`src/rtl/fetch_queue_if.sv`:
```
// Fetch/decode handshake bundle for fetch_queue: push side from fetch, two-slot read side to decode.
interface fetch_queue_if #(
  parameter int unsigned DEPTH = 8
);
  localparam int unsigned AW = $clog2(DEPTH);

  logic          flush_i;
  logic          push_valid_i;
  logic [31:0]   InstrF;
  logic [31:0]   PCF;
  logic [31:0]   PCPlus4F;
  logic          push_ready_o;
  logic [1:0]    pop_count_i;
  logic          valid0_o;
  logic [31:0]   Instr0D;
  logic [31:0]   PC0D;
  logic [31:0]   PCPlus40D;
  logic          valid1_o;
  logic [31:0]   Instr1D;
  logic [31:0]   PC1D;
  logic [31:0]   PCPlus41D;
  logic [AW:0]   count_o;
  logic          pop_err_o;

  modport master (
    output flush_i, push_valid_i, InstrF, PCF, PCPlus4F, pop_count_i,
    input  push_ready_o, valid0_o, Instr0D, PC0D, PCPlus40D,
    input  valid1_o, Instr1D, PC1D, PCPlus41D, count_o, pop_err_o
  );

  modport slave (
    input  flush_i, push_valid_i, InstrF, PCF, PCPlus4F, pop_count_i,
    output push_ready_o, valid0_o, Instr0D, PC0D, PCPlus40D,
    output valid1_o, Instr1D, PC1D, PCPlus41D, count_o, pop_err_o
  );
endinterface

```
`src/rtl/fetch_queue.sv`:
```
// Circular instruction queue feeding dual-issue decode; up to 1 push and 2 pops per cycle.
// Optional same-cycle empty-queue bypass to slot 0 under FETCH_QUEUE_BYPASS_EN.
module fetch_queue #(
  parameter int unsigned DEPTH = 8
) (
  input  logic          clk,
  input  logic          rst,
  fetch_queue_if.slave  fq
);
  localparam int unsigned AW = $clog2(DEPTH);

  logic [95:0]   mem_q [DEPTH];
  logic [AW-1:0] rd_ptr_q, rd_ptr_d, wr_ptr_q, wr_ptr_d, rd_ptr_p1;
  logic [AW:0]   count_q, count_d;
  logic          pop_err_q;

  logic [1:0]    pop_req, stored_avail, stored_pop;
  logic          stored_v0, stored_v1;
  logic          bypass, byp_take, over_pop;
  logic          push_ready, push_acc, wr_en;
  logic          v0, v1;
  logic [95:0]   push_bundle, slot0, slot1;

  always_comb begin
    push_bundle  = {fq.InstrF, fq.PCF, fq.PCPlus4F};
    pop_req      = (fq.pop_count_i == 2'd3) ? 2'd2 : fq.pop_count_i;
    stored_v0    = (count_q != '0);
    stored_v1    = (count_q >= (AW+1)'(2));
    stored_avail = {1'b0, stored_v0} + {1'b0, stored_v1};
    stored_pop   = (pop_req < stored_avail) ? pop_req : stored_avail;
`ifdef FETCH_QUEUE_BYPASS_EN
    bypass       = (count_q == '0) && fq.push_valid_i && rst && !fq.flush_i;
`else
    bypass       = 1'b0;
`endif
    // A bypassed bundle that decode takes this cycle never lands in the array.
    byp_take     = bypass && (pop_req != 2'd0);
    over_pop     = pop_req > (stored_avail + {1'b0, bypass});

    push_ready   = rst && (count_q < (AW+1)'(DEPTH));
    push_acc     = fq.push_valid_i && push_ready && !fq.flush_i;
    wr_en        = push_acc && !byp_take;

    count_d      = count_q + (AW+1)'(wr_en) - (AW+1)'(stored_pop);
    rd_ptr_d     = rd_ptr_q + AW'(stored_pop);
    wr_ptr_d     = wr_ptr_q + AW'(wr_en);
    rd_ptr_p1    = rd_ptr_q + AW'(1);

    v0           = rst && (stored_v0 || bypass);
    v1           = rst && stored_v1;
    slot0        = '0;
    slot1        = '0;
    if (v0) slot0 = bypass ? push_bundle : mem_q[rd_ptr_q];
    if (v1) slot1 = mem_q[rd_ptr_p1];
  end

  always_ff @(posedge clk) begin
    if (!rst) begin
      rd_ptr_q  <= '0;
      wr_ptr_q  <= '0;
      count_q   <= '0;
      pop_err_q <= 1'b0;
    end else if (fq.flush_i) begin
      rd_ptr_q  <= '0;
      wr_ptr_q  <= '0;
      count_q   <= '0;
      pop_err_q <= 1'b0;
    end else begin
      rd_ptr_q  <= rd_ptr_d;
      wr_ptr_q  <= wr_ptr_d;
      count_q   <= count_d;
      if (over_pop) pop_err_q <= 1'b1;
    end
  end

  // Storage carries no reset; wr_en already excludes reset and flush cycles.
  always_ff @(posedge clk) begin
    if (wr_en) mem_q[wr_ptr_q] <= push_bundle;
  end

  assign fq.push_ready_o = push_ready;
  assign fq.valid0_o     = v0;
  assign fq.valid1_o     = v1;
  assign fq.Instr0D      = slot0[95:64];
  assign fq.PC0D         = slot0[63:32];
  assign fq.PCPlus40D    = slot0[31:0];
  assign fq.Instr1D      = slot1[95:64];
  assign fq.PC1D         = slot1[63:32];
  assign fq.PCPlus41D    = slot1[31:0];
  assign fq.count_o      = count_q;
  assign fq.pop_err_o    = pop_err_q;
endmodule

```
`src/flat_wrapper.sv`:
```
// flat-port wrapper written by rule: the top's interface ports become plain ports
module fetch_queue_flat 
#(
  parameter int unsigned DEPTH = 8
)
  (clk, rst, fq_flush_i, fq_push_valid_i, fq_InstrF, fq_PCF, fq_PCPlus4F, fq_pop_count_i, fq_push_ready_o, fq_valid0_o, fq_Instr0D, fq_PC0D, fq_PCPlus40D, fq_valid1_o, fq_Instr1D, fq_PC1D, fq_PCPlus41D, fq_count_o, fq_pop_err_o);
  fetch_queue_if #(.DEPTH(DEPTH)) fq_i ();
  input  logic clk;
  input  logic rst;
  input wire logic [$bits(fq_i.flush_i)-1:0] fq_flush_i;
  input wire logic [$bits(fq_i.push_valid_i)-1:0] fq_push_valid_i;
  input wire logic [$bits(fq_i.InstrF)-1:0] fq_InstrF;
  input wire logic [$bits(fq_i.PCF)-1:0] fq_PCF;
  input wire logic [$bits(fq_i.PCPlus4F)-1:0] fq_PCPlus4F;
  input wire logic [$bits(fq_i.pop_count_i)-1:0] fq_pop_count_i;
  output wire logic [$bits(fq_i.push_ready_o)-1:0] fq_push_ready_o;
  output wire logic [$bits(fq_i.valid0_o)-1:0] fq_valid0_o;
  output wire logic [$bits(fq_i.Instr0D)-1:0] fq_Instr0D;
  output wire logic [$bits(fq_i.PC0D)-1:0] fq_PC0D;
  output wire logic [$bits(fq_i.PCPlus40D)-1:0] fq_PCPlus40D;
  output wire logic [$bits(fq_i.valid1_o)-1:0] fq_valid1_o;
  output wire logic [$bits(fq_i.Instr1D)-1:0] fq_Instr1D;
  output wire logic [$bits(fq_i.PC1D)-1:0] fq_PC1D;
  output wire logic [$bits(fq_i.PCPlus41D)-1:0] fq_PCPlus41D;
  output wire logic [$bits(fq_i.count_o)-1:0] fq_count_o;
  output wire logic [$bits(fq_i.pop_err_o)-1:0] fq_pop_err_o;
  assign fq_i.flush_i = fq_flush_i;
  assign fq_i.push_valid_i = fq_push_valid_i;
  assign fq_i.InstrF = fq_InstrF;
  assign fq_i.PCF = fq_PCF;
  assign fq_i.PCPlus4F = fq_PCPlus4F;
  assign fq_i.pop_count_i = fq_pop_count_i;
  assign fq_push_ready_o = fq_i.push_ready_o;
  assign fq_valid0_o = fq_i.valid0_o;
  assign fq_Instr0D = fq_i.Instr0D;
  assign fq_PC0D = fq_i.PC0D;
  assign fq_PCPlus40D = fq_i.PCPlus40D;
  assign fq_valid1_o = fq_i.valid1_o;
  assign fq_Instr1D = fq_i.Instr1D;
  assign fq_PC1D = fq_i.PC1D;
  assign fq_PCPlus41D = fq_i.PCPlus41D;
  assign fq_count_o = fq_i.count_o;
  assign fq_pop_err_o = fq_i.pop_err_o;
  fetch_queue #(.DEPTH(DEPTH)) u_core (.clk(clk), .rst(rst), .fq(fq_i));
endmodule
```
`config.mk`:
```
export PLATFORM = sky130hd
export DESIGN_NAME = fetch_queue_flat
export DESIGN_NICKNAME = d
export VERILOG_FILES = /design/src/rtl/fetch_queue_if.sv /design/src/rtl/fetch_queue.sv /design/src/flat_wrapper.sv
export SDC_FILE = /design/constraint.sdc
export NUM_CORES = 1
export LEC_CHECK = 0
export CAP_MARGIN = 30
export CORE_MARGIN = 2
export CORE_UTILIZATION = 35
export DETAILED_ROUTE_END_ITERATION = 16
export DONT_BUFFER_PORTS = 1
export HOLD_SLACK_MARGIN = 0.03
export PLACE_DENSITY = 0.55
export SLEW_MARGIN = 20
export SYNTH_ARGS = -nofsm -noshare
export SYNTH_HDL_FRONTEND = slang
export SYNTH_SLANG_ARGS = --single-unit
```
`constraint.sdc`:
```
create_clock -name clk -period 19.3 [get_ports clk]
set_input_delay 4.825 -clock clk [delete_from_list [all_inputs] [get_ports clk]]
set_output_delay 4.825 -clock clk [all_outputs]
set_load 0.02 [all_outputs]
```
==> results.json <==
{
  "synth.avg_cell_area_um2": 22.42,
  "pin_count": 302,
  "dr_total_vias": 17220,
  "postRouteAntennaNets": 0,
  "dp_cells": 2753,
  "drv_slew": 0,
  "synth_enable_flop_cells": 768,
  "die_area_mm2": 0.1023,
  "setup_viol": 0,
  "netlist_area_mm2": 0.03491,
  "hold_buffers": 0,
  "dp_hpwl_um": 52270,
  "yosys-top-cells-count": "edfxtp_1, mux4_2, a22o_1, buf_2, clkbuf_1",
  "tightestPinTransition_ps": 1060,
  "fp.dieH_um": 319.8,
  "syn_nets": 1675,
  "wl_per_cell_um": 30.91,
  "synthArstFlopShare_pct": 0,
  "worstSetupEndpointType": "output pin",
  "cp-start-kind": "input pin",
  "n_antenna_cell": 0,
  "stdcell_area_mm2": 0.03911,
  "min_period_over_period_pct": 60.38,
  "drt_iter0_drc": 1380,
  "clkTransAtPathRegs_ps": 60,
  "synthTopCellsByArea": "edfxtp_1, mux4_2, a22o_1",
  "cp_data_arrival_time_ps": 6830,
  "fin_skew_ps": 15.59,
  "drive_above_1_share_pct": 34.75,
  "cts_tree": "built",
  "yosysTopAreaCellShare_pct": 66.06,
  "cts_made_buffers": 86,
  "synth-seq-cells": 779,
  "clock_path_buffers": 3,
  "ctsResizeCount": 0,
  "grt_pass1_wl_um": 130300,
  "seq_area_frac_synth_pct": 66.69,
  "final_cells": 2910,
  "hp-class": "reg -> reg",
  "leakage_nw": 11.57,
  "place.gp.congestion": 0.7318,
  "portBuffers": 0,
  "antenna_found_initial": 0,
  "crit_path_max_fanout": 55,
  "synthCells": 1557,
  "synth_cell_types": 31,
  "drv_cap": 0,
  "post_cts_buffers": 0,
  "yosysTopAreaCell": "edfxtp_1",
  "wl_um": 89950,
  "multi_input_area_mm2": 0.01095,
  "htreeDepth": 3,
  "placementRows": 115,
  "required_ps": 14480,
  "power_density_mw_per_mm2": 129.9,
  "rsz0062_at_grt": "false",
  "place_area_mm2": 0.03623,
  "period_needed_ps": 11650,
  "initial_core_util_pct": 35.42,
  "setup_tns_ps": 0,
  "peakVddDrop_uv": 74.27,
  "ys.flop_type": "edfxtp_1",
  "firstDrtPassIters": 6,
  "synth_warnings": 0,
  "viasPerCell": 5.918,
  "grt_max_degree": 139,
  "grt_use_total_pct": 17.53,
  "clk_latency_ps": 650,
  "finalHoldViolCount": 0,
  "relSlewSlack_pct": 29.35,
  "grt_pass1_vias": 18477,
  "gr-total-overflow": 0,
  "register_area_mm2": 0.02329,
  "synthToLayoutAreaGrowth_pct": 12.03,
  "outcome": "completed",
  "coreArea_mm2": 0.09856,
  "final_nets": 1676,
  "synth_most_common_cell": "edfxtp_1",
  "cts-root-buf": "clkbuf_16",
  "route.detailed.drc": 0,
  "clock_sink_count": 779,
  "fp.dieW_um": 319.8,
  "critPathKind": "in -> out",
  "fmax_mhz": 85.81,
  "n_fill_cell": 8602
}
==> final timing paths <==
kind                                        start                               to  slack [ps]  cells after the start
setup / recovery                              rst                 fq_PCPlus40D[19]        7650                      3
setup reg to reg  u_core.fq.count_o[2]$_SDFF_PP0_  u_core.fq.count_o[2]$_SDFF_PP0_       15910                     15
hold reg to reg     u_core.wr_ptr_q[0]$_SDFF_PP0_    u_core.wr_ptr_q[0]$_SDFF_PP0_         600                      2
hold / removal      u_core.wr_ptr_q[0]$_SDFF_PP0_    u_core.wr_ptr_q[0]$_SDFF_PP0_         600                      2
==> cells by family (layout without fill, tap and decap cells) <==
group	Yosys count	in the layout	share of synthesized area [%]
buffers and inverters	137	203	2.197
XOR/XNOR	4	4	0.1003
AND/OR/NAND/NOR	38	38	0.6559
AO/OA/AOI/OAI	198	198	4.935
flip-flops	779	779	66.69
multiplexers	385	385	24.80
adder cells (fa/ha/maj)	16	16	0.6165
==> final cells by class <==
class	instances	area share [%]
multi-input cells	641	27.99
clock inverters	51	1.424
well taps	1287	4.117
flip-flops and latches	779	59.55
repair buffers	42	1.190
clock buffers	102	5.656
inverters	8	0.07678
==> state kept, by name, summed over array words and instances (netlist names) <==
| signal | cells |
|---|---|
| u_core.wr_ptr_q | 3 |
| u_core.fq.count_o | 4 |
| u_core.rd_ptr_q | 3 |
| u_core.fq.pop_err_o | 1 |
| u_core.mem_q | 768 |
==> where the power goes <==
group          total (mW)  switching [mW]  internal, mW
registers            1.91          0.0375          1.88
logic                1.55           0.843         0.702
clock network        1.62           0.665         0.955
total                5.08            1.55          3.53
==> per-stage QoR <==
stage | util [%] | hold WS (ps) | worst slack [ps] | total power, mW
final | 39.68 | 604.4 | 7646 | 5.080
after global routing | 39.68 | 640.1 | 7605 | 5.296
after CTS | 39.57 | 610.0 | 7680 | 5.146
after detailed placement | 36.76 | 594.2 | 7685 | 3.505
after global placement | 36.69 | 578.6 | 7765 | 3.502
after floorplan | - | 552.4 | 6626 | 3.197
==> critical path, stage by stage <==
cell and delay (ps):
and3_4 660, buf_4 670, a22o_1 410
==> layout by cell type, fill, tap and decap left out, types with 9 or more instances in the layout <==
cell type / n
clkbuf_16: 86
clkinv_1: 15
dfxtp_1: 9
clkbuf_1: 16
mux4_2: 384
a22o_1: 192
ha_1: 13
clkinv_2: 15
buf_4: 33
bufinv_16: 10
edfxtp_1: 768
==> routing by layer <==
metal / vias to the layer above / wire length, µm / track usage (%)
li1: 6980 / - / -
met1: 9435 / 34680 / 21.41
met2: 677 / 45290 / 29.83
met3: 128 / 7891 / 5.813
met4: 0 / 2086 / 4.654
met5: - / 0 / 0
No activity file was read; power rests on OpenSTA's default activity.
